$ cat config.mk
export PLATFORM = sky130hd
export DESIGN_NAME = dlatch_nor_bank
export DESIGN_NICKNAME = d
export VERILOG_FILES = /design/src/rtl/cells_pkg.sv /design/src/rtl/dlatch_nor_bank_charge_timer.sv /design/src/rtl/dlatch_nor_bank.sv
export SDC_FILE = /design/constraint.sdc
export NUM_CORES = 1
export LEC_CHECK = 0
export BUFFER_PORTS_ARGS = -buffer_cell sky130_fd_sc_hd__buf_2
export CORE_ASPECT_RATIO = 0.7
export CORE_MARGIN = 3
export CORE_UTILIZATION = 23
export CTS_CLUSTER_SIZE = 12
export DETAILED_ROUTE_END_ITERATION = 6
export PLACE_DENSITY = 0.49
export SYNTH_ARGS = -nofsm -noshare
export SYNTH_HDL_FRONTEND = slang
export SYNTH_SLANG_ARGS = --single-unit
$ cat constraint.sdc
create_clock -name clk -period 4.58 [get_ports clk]
set_input_delay 0.229 -clock clk [delete_from_list [all_inputs] [get_ports clk]]
set_output_delay 0.229 -clock clk [all_outputs]
set_load 0.02 [all_outputs]
$ cat src/rtl/cells_pkg.sv
// rtl/cells_pkg.sv - shared cell-library constants and write-priority encoding
package cells_pkg;

    localparam int DECAY_DEFAULT = 16;
    localparam int NIN_MIN       = 1;
    localparam int NIN_MAX       = 4;

    typedef enum logic [2:0] {
        WR_DRV0  = 3'd0,
        WR_DRV1  = 3'd1,
        WR_EN    = 3'd2,
        WR_DECAY = 3'd3,
        WR_HOLD  = 3'd4
    } wr_sel_t;

    // Pulldown beats pullup beats pass gate beats charge loss.
    function automatic wr_sel_t wr_select(input logic drv0, input logic drv1,
                                          input logic en, input logic expire);
        if (drv0)        return WR_DRV0;
        else if (drv1)   return WR_DRV1;
        else if (en)     return WR_EN;
        else if (expire) return WR_DECAY;
        else             return WR_HOLD;
    endfunction

endpackage

$ cat src/rtl/dlatch_nor_bank_charge_timer.sv
// rtl/dlatch_nor_bank_charge_timer.sv - saturating hold counter with one-cycle expiry pulse
module charge_timer #(
    parameter int DECAY = 16
) (
    input  logic clk,
    input  logic rst,
    input  logic write,
    input  logic valid,
    output logic expire,
    output logic decay_err
);

    localparam int CW          = (DECAY > 0) ? $clog2(DECAY + 1) : 1;
    localparam logic HAS_DECAY = (DECAY > 0);
    localparam int LAST        = (DECAY > 0) ? DECAY - 1 : 0;

    logic [CW-1:0] cnt;

    // Expiry is suppressed by any write landing on the same edge.
    always_comb begin
        expire = HAS_DECAY && valid && !write && (cnt == CW'(LAST));
    end

    always_ff @(posedge clk or posedge rst) begin
        if (rst) begin
            cnt       <= '0;
            decay_err <= 1'b0;
        end else begin
            decay_err <= expire;
            if (!HAS_DECAY || write || !valid || expire) begin
                cnt <= '0;
            end else if (cnt < CW'(DECAY)) begin
                cnt <= cnt + CW'(1);
            end
        end
    end

endmodule

$ cat src/rtl/dlatch_nor_bank.sv
// rtl/dlatch_nor_bank.sv - bank of NOR-fed dynamic latches with drivers and charge decay
module dlatch_nor_bank
    import cells_pkg::*;
#(
    parameter int WIDTH = 8,
    parameter int NIN   = 2,
    parameter int DECAY = DECAY_DEFAULT
) (
    input  logic                  clk,
    input  logic                  rst,
    input  logic                  en,
    input  logic [NIN*WIDTH-1:0]  a,
    input  logic                  drv0,
    input  logic                  drv1,
    output logic [WIDTH-1:0]      y,
    output logic [WIDTH-1:0]      q,
    output logic                  q_valid,
    output logic                  decay_err,
    output logic                  contention
);

    if (NIN < NIN_MIN || NIN > NIN_MAX || WIDTH < 1) begin : g_bad_param
        $error("dlatch_nor_bank: NIN must be 1..4 and WIDTH >= 1");
    end

    for (genvar b = 0; b < WIDTH; b++) begin : g_nor
        assign y[b] = ~|a[b*NIN +: NIN];
    end

    logic    write;
    logic    expire;
    wr_sel_t sel;

    assign write = drv0 | drv1 | en;
    assign sel   = wr_select(drv0, drv1, en, expire);

    // One timer for the whole bank: every bit shares the same enables.
    charge_timer #(
        .DECAY (DECAY)
    ) u_timer (
        .clk       (clk),
        .rst       (rst),
        .write     (write),
        .valid     (q_valid),
        .expire    (expire),
        .decay_err (decay_err)
    );

    always_ff @(posedge clk or posedge rst) begin
        if (rst) begin
            q          <= '0;
            q_valid    <= 1'b0;
            contention <= 1'b0;
        end else begin
            contention <= drv0 & drv1;
            case (sel)
                WR_DRV0: begin
                    q       <= '0;
                    q_valid <= 1'b1;
                end
                WR_DRV1: begin
                    q       <= '1;
                    q_valid <= 1'b1;
                end
                WR_EN: begin
                    q       <= y;
                    q_valid <= 1'b1;
                end
                WR_DECAY: begin
                    q       <= '0;
                    q_valid <= 1'b0;
                end
                default: ;
            endcase
        end
    end

endmodule

Word level (Yosys, flattened, before mapping)
Index checks and enable logic that the tools add are counted.
{ "classes": {"n_addsub": 1, "n_lt_le_gt_ge": 1, "n_eq_ne": 4, "mux": 8, "bitwise": 3, "n_reduce_logical": 28} }
{ "op_table": {"columns": ["operator", "count"], "rows": [
  ["$pmux 8 s3", 1],
  ["$reduce_or 2->1", 9],
  ["$mux 3", 4],
  ["$logic_not 1->1", 10],
  ["$mux 5", 2],
  ["$eq 3x2->1 const B", 2],
  ["$add 5x1->5 const B", 1],
  ["$eq 5x4->1 const B", 1],
  ["$lt 5x5->1 const B", 1],
  ["$reduce_bool 2->1", 2],
  ["$eq 3x1->1 const B", 1],
  ["$logic_not 3->1", 1],
  ["$reduce_bool 3->1", 1],
  ["$reduce_or 3->1", 1],
  ["$logic_and 1x1->1", 2],
  ["$logic_or 1x1->1", 2],
  ["$or 1x1->1", 2],
  ["$pmux 1 s2", 1],
  ["$and 1x1->1", 1]
]} }
{ "totals": {"register_bits": 16, "output_inout_bits": 19, "word_cells": 50} }

Depth between registers and ports, before layout
Gate-level depths: netlist of run 1.
{ "logic_depth": {"word_depth": 12, "ltp_mapped": 5} }

Modules after synthesis
A second synthesis of run 1 with hierarchy kept.
{ "hier_totals": {"cells_unflattened": 85, "area_unflattened_um2": 754.5} }
{ "by_module_without_submodules": {"columns": ["mod", "n_inst", "cells_per_inst", "area_each_um2", "seq_area_each_um2"], "rows": [
  ["dlatch_nor_bank", 1, 52, 444.2, 250.2],
  ["charge_timer", 1, 33, 310.3, 150.1]
]} }

Worst setup path before layout of run 1
No wires, ideal clock.
{ "synth_path": {"path_kind": "register to register", "from": "register u_timer.cnt[0]", "to": "register q[4]", "arrival_ns": 1.513, "required_time_ns": 4.513, "setup_slack_ns": 3.000, "stages_incl_launch_ff": 6, "period_less_slack_ns": 1.580, "path_cell_list": "dfrtp_1 ha_1 and3_1 ha_1 a211oi_4 a221o_1"} }
{ "synth_between": {"elab_chain_cells": 9} }
{ "synth_rtl": {"columns": ["item", "line_no", "rtl"], "rows": [
  ["start: declaration", "dlatch_nor_bank_charge_timer.sv:17", "logic [CW-1:0] cnt;"],
  ["start signal: assignment", "dlatch_nor_bank_charge_timer.sv:33", "cnt <= cnt + CW'(1);"],
  ["$eq 5x4->1 *", "dlatch_nor_bank_charge_timer.sv:21", "expire = HAS_DECAY && valid && !write && (cnt == CW'(LAST));"],
  ["$logic_and 1x1->1 *", "dlatch_nor_bank_charge_timer.sv:21", null],
  ["$mux 3 *", "cells_pkg.sv:22", "else if (expire) return WR_DECAY;"],
  ["$mux 3 *", "cells_pkg.sv:21", "else if (en) return WR_EN;"],
  ["$mux 3 *", "cells_pkg.sv:20", "else if (drv1) return WR_DRV1;"],
  ["$mux 3 *", "cells_pkg.sv:19", "if (drv0) return WR_DRV0;"],
  ["$eq 3x2->1 / $logic_not 3->1 (equally long branches)", "dlatch_nor_bank.sv:56", "case (sel)"],
  ["$reduce_or 2->1 (no source line)", null, null],
  ["$pmux 8 s3 / $reduce_bool 3->1 (equally long branches)", null, null],
  ["end signal: assignment", "dlatch_nor_bank.sv:66", "q <= y;"],
  ["end: declaration", "dlatch_nor_bank.sv:16", "output logic [WIDTH-1:0] q,"]
]} }
Mark *: on every way between the ends. The rest lies on a longest branch, timed or not.
A chain may end at the register's enable or synchronous reset.

Worst setup path in the final report of run 1
{ "layout_path": {"from": "register u_timer.cnt[0]", "to": "register q[0]"} }
The elaborated chain is that of the path after synthesis.

==> summary.txt, run 1 <==
Syn-to-layout area delta: 39.2%
WL final: 1650 um
FMAX: 0.575 GHz
clk buf depth: 2
initial antenna violation count: 0
Max Slew Vio Count: 0
status: finished, final reports clean
Final Hold Fails: 0
Final ANT Viol Nets: 0
CTS root buffer: clkbuf_8
row count: 16
Final period util: 37.9%
most common cell after layout, fill and taps aside: buf_2
Antenna diodes: 0
Critical Path RT: 4.76 ns
syn avg cell area: 12.1 um^2
Starting DRT DRC Count: 6
setup bufs post-CTS: 0
Lkg Pwr: 0.523 nW
hold-fix buffers at CTS: 0
Num CTS Buffers: 3
die height: 52.6 um
PostCTS Resize Cnt: 0
Critical Path End Type: flip-flop
Vias: 583
P per Cell Area: 330 mW/mm^2
Layout fillers: 317
Final Critical Period: 1.74 ns
largest net degree at the start of global routing: 17
total power: 0.327 mW
WP buf/inv: 0
slowest CP cell: a211oi_4
WS Path Type: reg2reg
dpl hpwl: 1310 um
gpl congestion: 0.751
vias in the first global route: 576
initial core utilization: 24.7%
CP max stage delay: 0.42 ns
Slew @ Worst Pin: 0.631 ns
global-route usage over all layers: 9.06%
Final Skew: 0.000640 ns
Worst setup SP type: flip-flop
Residual DRC: 0
Slew Limit Headroom: 57.9%
max-cap violations: 0
core area: 0.00288 mm^2
most frequent cells in the layout: buf_2, dfrtp_1, nor2_1
Multi-input gate area: 284 um^2
syn nets: 82
share of layout cells above drive strength 1: 47.0%
PortBufs: 39
RSZ-0062 raised after global routing: no
Seq cells post-synth: 16
Die Wd: 72.5 um
synthesized cell area: 712 um^2
nets@finish: 124
worst IR drop on VDD: 0.185 mV
Ports: 40
grt total ovfl: 0
first-pass GRT wire length: 2620 um
# setup viols final: 0
HP Class: in2async
fin util: 34.4%
clock slew at reported path FFs: 0.06 ns
setup tns final: 0 ns
crit path max fanout: 8
most frequent CP cell: ha_1
TritonCTS clock tree: yes
Fin Hold WS: 0.0562 ns
synth unique cells: 20
cell count after synthesis: 59
largest delay contributor family on the critical path: compound AO/OA/AOI/OAI gates
Vias per Instance: 4.29
CP Data Arrival Time: 1.92 ns
Reg area: 400 um^2
H-tree levels: 1
Syn. warnings: 0
CP Cell Sequence: ha_1, and3_1, ha_1, a211oi_4, a221o_1
wire length per cell: 12.1 um
drt pass-1 iters: 2
Die Area: 0.00381 mm^2
Worst-Skew Late Latency: 0.24 ns
CTS Sinks: 16
register area share after synthesis: 56.2%
-- logic make-up (layout without fill, tap and decap cells) --
logic type	count (synthesis)	after routing	share of synthesized area (%)
XOR/XNOR	3	3	3.69
flip-flops	16	16	56.2
multiplexers	1	1	1.41
adder cells (fa/ha/maj)	2	2	3.51
buffers and inverters	5	46	3.87
AO/OA/AOI/OAI	11	11	15.5
AND/OR/NAND/NOR	21	21	15.8
-- stage by stage --
stage / instance area, um^2 / setup slack, ns / instances
floorplan: 712 / 3.00 / 59
global placement: 936 / 2.87 / 132
detailed placement: 936 / 2.87 / 132
CTS: 991 / 2.83 / 136
global route: 991 / 2.77 / 136
finish: 991 / 2.84 / 136
-- path summary, 6_finish.rpt --
path | end | from | slack (ns) | cells after the start
min reg2reg | q[7] | q[7] | 0.51 | 1
max | q[0] | u_timer.cnt[0] | 2.84 | 5
min in group clk | contention | drv1 | 0.26 | 2
max reg2reg | q[0] | u_timer.cnt[0] | 2.84 | 5
max in group asynchronous | q[0] | rst | 4.12 | 2
min | u_timer.decay_err | rst | 0.06 | 2
-- registers in the layout (all words and copies together) (netlist names) --
name and cells:
q 8, u_timer.cnt 5, contention 1, q_valid 1, u_timer.decay_err 1
-- final cells by class --
class,instances,share of cell area (%)
Tap cell,36,4.55
Sequential cell,16,40.4
Inverter,3,1.14
Timing Repair Buffer,39,19.7
Clock buffer,4,5.56
Multi-Input combinational cell,38,28.7
-- synthesized netlist by cell type (all sizes together) --
master  instances  share of area (%)
a211oi          1                2.8
a21oi           1               0.70
a221o           8                 11
and2            1                1.1
and3            2                1.8
buf             2                2.3
dfrtp          16                 56
ha              2                3.5
inv             3                1.6
mux2i           1                1.4
nand3b          1                1.1
nand4b          1                1.2
nor2           12                6.3
nor2b           3                3.0
nor3            1                1.4
o21ai           1               0.70
xnor2           1                1.2
xor2            2                2.5
-- report_power, final --
group	switching, mW	total, mW	internal, mW
Sequential	0.00407	0.153	0.149
Clock	0.0463	0.122	0.0761
Combinational	0.0314	0.0522	0.0208
-- layer usage --
metal | up-vias | global-route usage, % | routed length [um]
li1 | 294 | - | -
met1 | 268 | 12.6 | 824
met2 | 21 | 13.3 | 706
met3 | 0 | 3.64 | 116
met4 | 0 | 1.53 | 0
met5 | - | 0 | 0
No activity file was read; power rests on OpenSTA's default activity.
==> run 2: changes to the inputs <==
--- a/config.mk
+++ b/config.mk
@@ -11,7 +11,7 @@
 export CORE_UTILIZATION = 23
 export CTS_CLUSTER_SIZE = 12
 export DETAILED_ROUTE_END_ITERATION = 6
-export PLACE_DENSITY = 0.49
+export PLACE_DENSITY = 0.51
 export SYNTH_ARGS = -nofsm -noshare
 export SYNTH_HDL_FRONTEND = slang
 export SYNTH_SLANG_ARGS = --single-unit
==> constraint.sdc (replaced) <==
create_clock -name clk -period 1.4 [get_ports clk]
set_input_delay 0.07 -clock clk [delete_from_list [all_inputs] [get_ports clk]]
set_output_delay 0.07 -clock clk [all_outputs]
set_load 0.02 [all_outputs]
==> summary.txt, run 2 (synthesized netlist as in run 1, its figures left out) <==
status: finished with violations
failing checks: negative setup slack
initial core utilization: 24.7%
first-pass GRT wire length: 2730 um
final worst slack: -0.114 ns
post-route insts no fill: 145
most frequent cells in the layout: buf_2, dfrtp_1, nor2_1
clk buf depth: 2
biggest registers after layout: q: 8 flops, u_timer.cnt: 5 flops
Seq pwr share: 45.6%
most common cell after layout, fill and taps aside: buf_2
crit path max fanout: 4
CTS root buffer: clkbuf_8
grt total ovfl: 0
nets@finish: 133
Final Skew: 0.00413 ns
largest net degree at the start of global routing: 17
Residual DRC: 0
row count: 16
Clock power frac: 37.3%
Cell Int Power: 0.814 mW
Combinational Power Share: 17.1%
Final ANT Viol Nets: 0
RSZ-0062 raised after global routing: yes
H-tree levels: 1
Syn-to-layout area delta: 52.9%
Starting DRT DRC Count: 25
Ports: 40
Worst-Skew Late Latency: 0.25 ns
CP Data Arrival Time: 1.70 ns
share of layout cells above drive strength 1: 53.2%
WS Path Type: reg2reg
Die Wd: 72.5 um
Largest Register: q
P per Cell Area: 1000 mW/mm^2
Vias per Instance: 4.30
clock slew at reported path FFs: 0.06 ns
Die Area: 0.00381 mm^2
gpl congestion: 0.685
CTS Sinks: 16
die height: 52.6 um
initial antenna violation count: 0
Vias: 624
fin util: 37.8%
Final period util: 108%
Final Hold Fails: 0
Max Slew Vio Count: 0
Net Sw Power: 0.279 mW
max reg flops: 8
Antenna diodes: 0
Num CTS Buffers: 3
core area: 0.00288 mm^2
switching share of total power: 25.5%
PortBufs: 39
WL final: 1780 um
FMAX: 0.660 GHz
Slew Limit Headroom: 58.3%
HP Class: in2reg
max-cap violations: 0
DP Area: 978 um^2
TritonCTS clock tree: yes
Critical Path RT: 1.58 ns
# setup viols final: 8
global-route usage over all layers: 10.1%
Post-Layout Inst Area: 0.00109 mm^2
Worst setup SP type: flip-flop
worst IR drop on VDD: 0.452 mV
Slew @ Worst Pin: 0.624 ns
Final Critical Period: 1.51 ns
vias in the first global route: 575
wire length per cell: 12.3 um
drt pass-1 iters: 4
Placed Cells: 135
dpl hpwl: 1320 um
Lkg Pwr: 0.569 nW
Critical Path End Type: flip-flop
run 2: path summary, 6_finish.rpt:
kind	start	end	slack (ns)	cells past startpoint
min	drv1	q_valid	0.08	3
max	u_timer.cnt[1]	q[3]	-0.11	6
max in group asynchronous	rst	q[6]	0.56	3
min reg2reg	q[3]	q[3]	0.52	1
min in group asynchronous	rst	q[5]	0.44	3
max reg2reg	u_timer.cnt[1]	q[3]	-0.11	6
run 2: power by group through the flow:
stage	combinational, mW	clock (mW)	sequential (mW)
after global routing	0.204	0.454	0.502
after floorplan	0.0712	0	0.534
after CTS	0.185	0.421	0.499
final	0.187	0.408	0.499
after detailed placement	0.177	0	0.507
after global placement	0.174	0	0.507
run 2: cell type report:
class | instances | area (um^2)
Fill cell | 291 | 1790
Clock buffer | 4 | 55.1
Multi-Input combinational cell | 38 | 304
Timing Repair Buffer | 48 | 273
Inverter | 3 | 11.3
Sequential cell | 16 | 400
Tap cell | 36 | 45.0
run 2: through the flow:
step | worst slack (ns) | total power [mW] | hold WS, ns | TNS [ns]
finish | -0.114 | 1.09 | 0.0758 | -0.819
detailed placement | -0.186 | 0.685 | 0.184 | -1.44
global placement | -0.154 | 0.681 | 0.178 | -1.16
floorplan | -0.0568 | 0.606 | -0.0163 | -0.453
global route | -0.197 | 1.16 | 0.0692 | -1.65
CTS | -0.117 | 1.10 | 0.0729 | -0.826
run 2: what timing repair did:
item	in CTS	in global routing
pin swaps	3	4
hold endpoints to repair	16	0
setup buffers	3	2
hold buffers	1	0
setup endpoints to repair	12	13
resized for setup	0	2
run 2: critical path, cell delays in order, from the launching register on:
cell,delay [ns]
dfrtp_1,0.38
ha_2,0.19
and3_4,0.18
ha_4,0.16
a211oi_4,0.25
buf_6,0.15
a221o_1,0.14
run 2: layer usage:
layer | track usage, % | routed length, um | vias up
met1 | 12.6 | 830 | 286
met2 | 14.7 | 764 | 28
met4 | 3.68 | 0 | 0
met5 | 0 | 0 | -
met3 | 5.17 | 184 | 0
li1 | - | - | 310
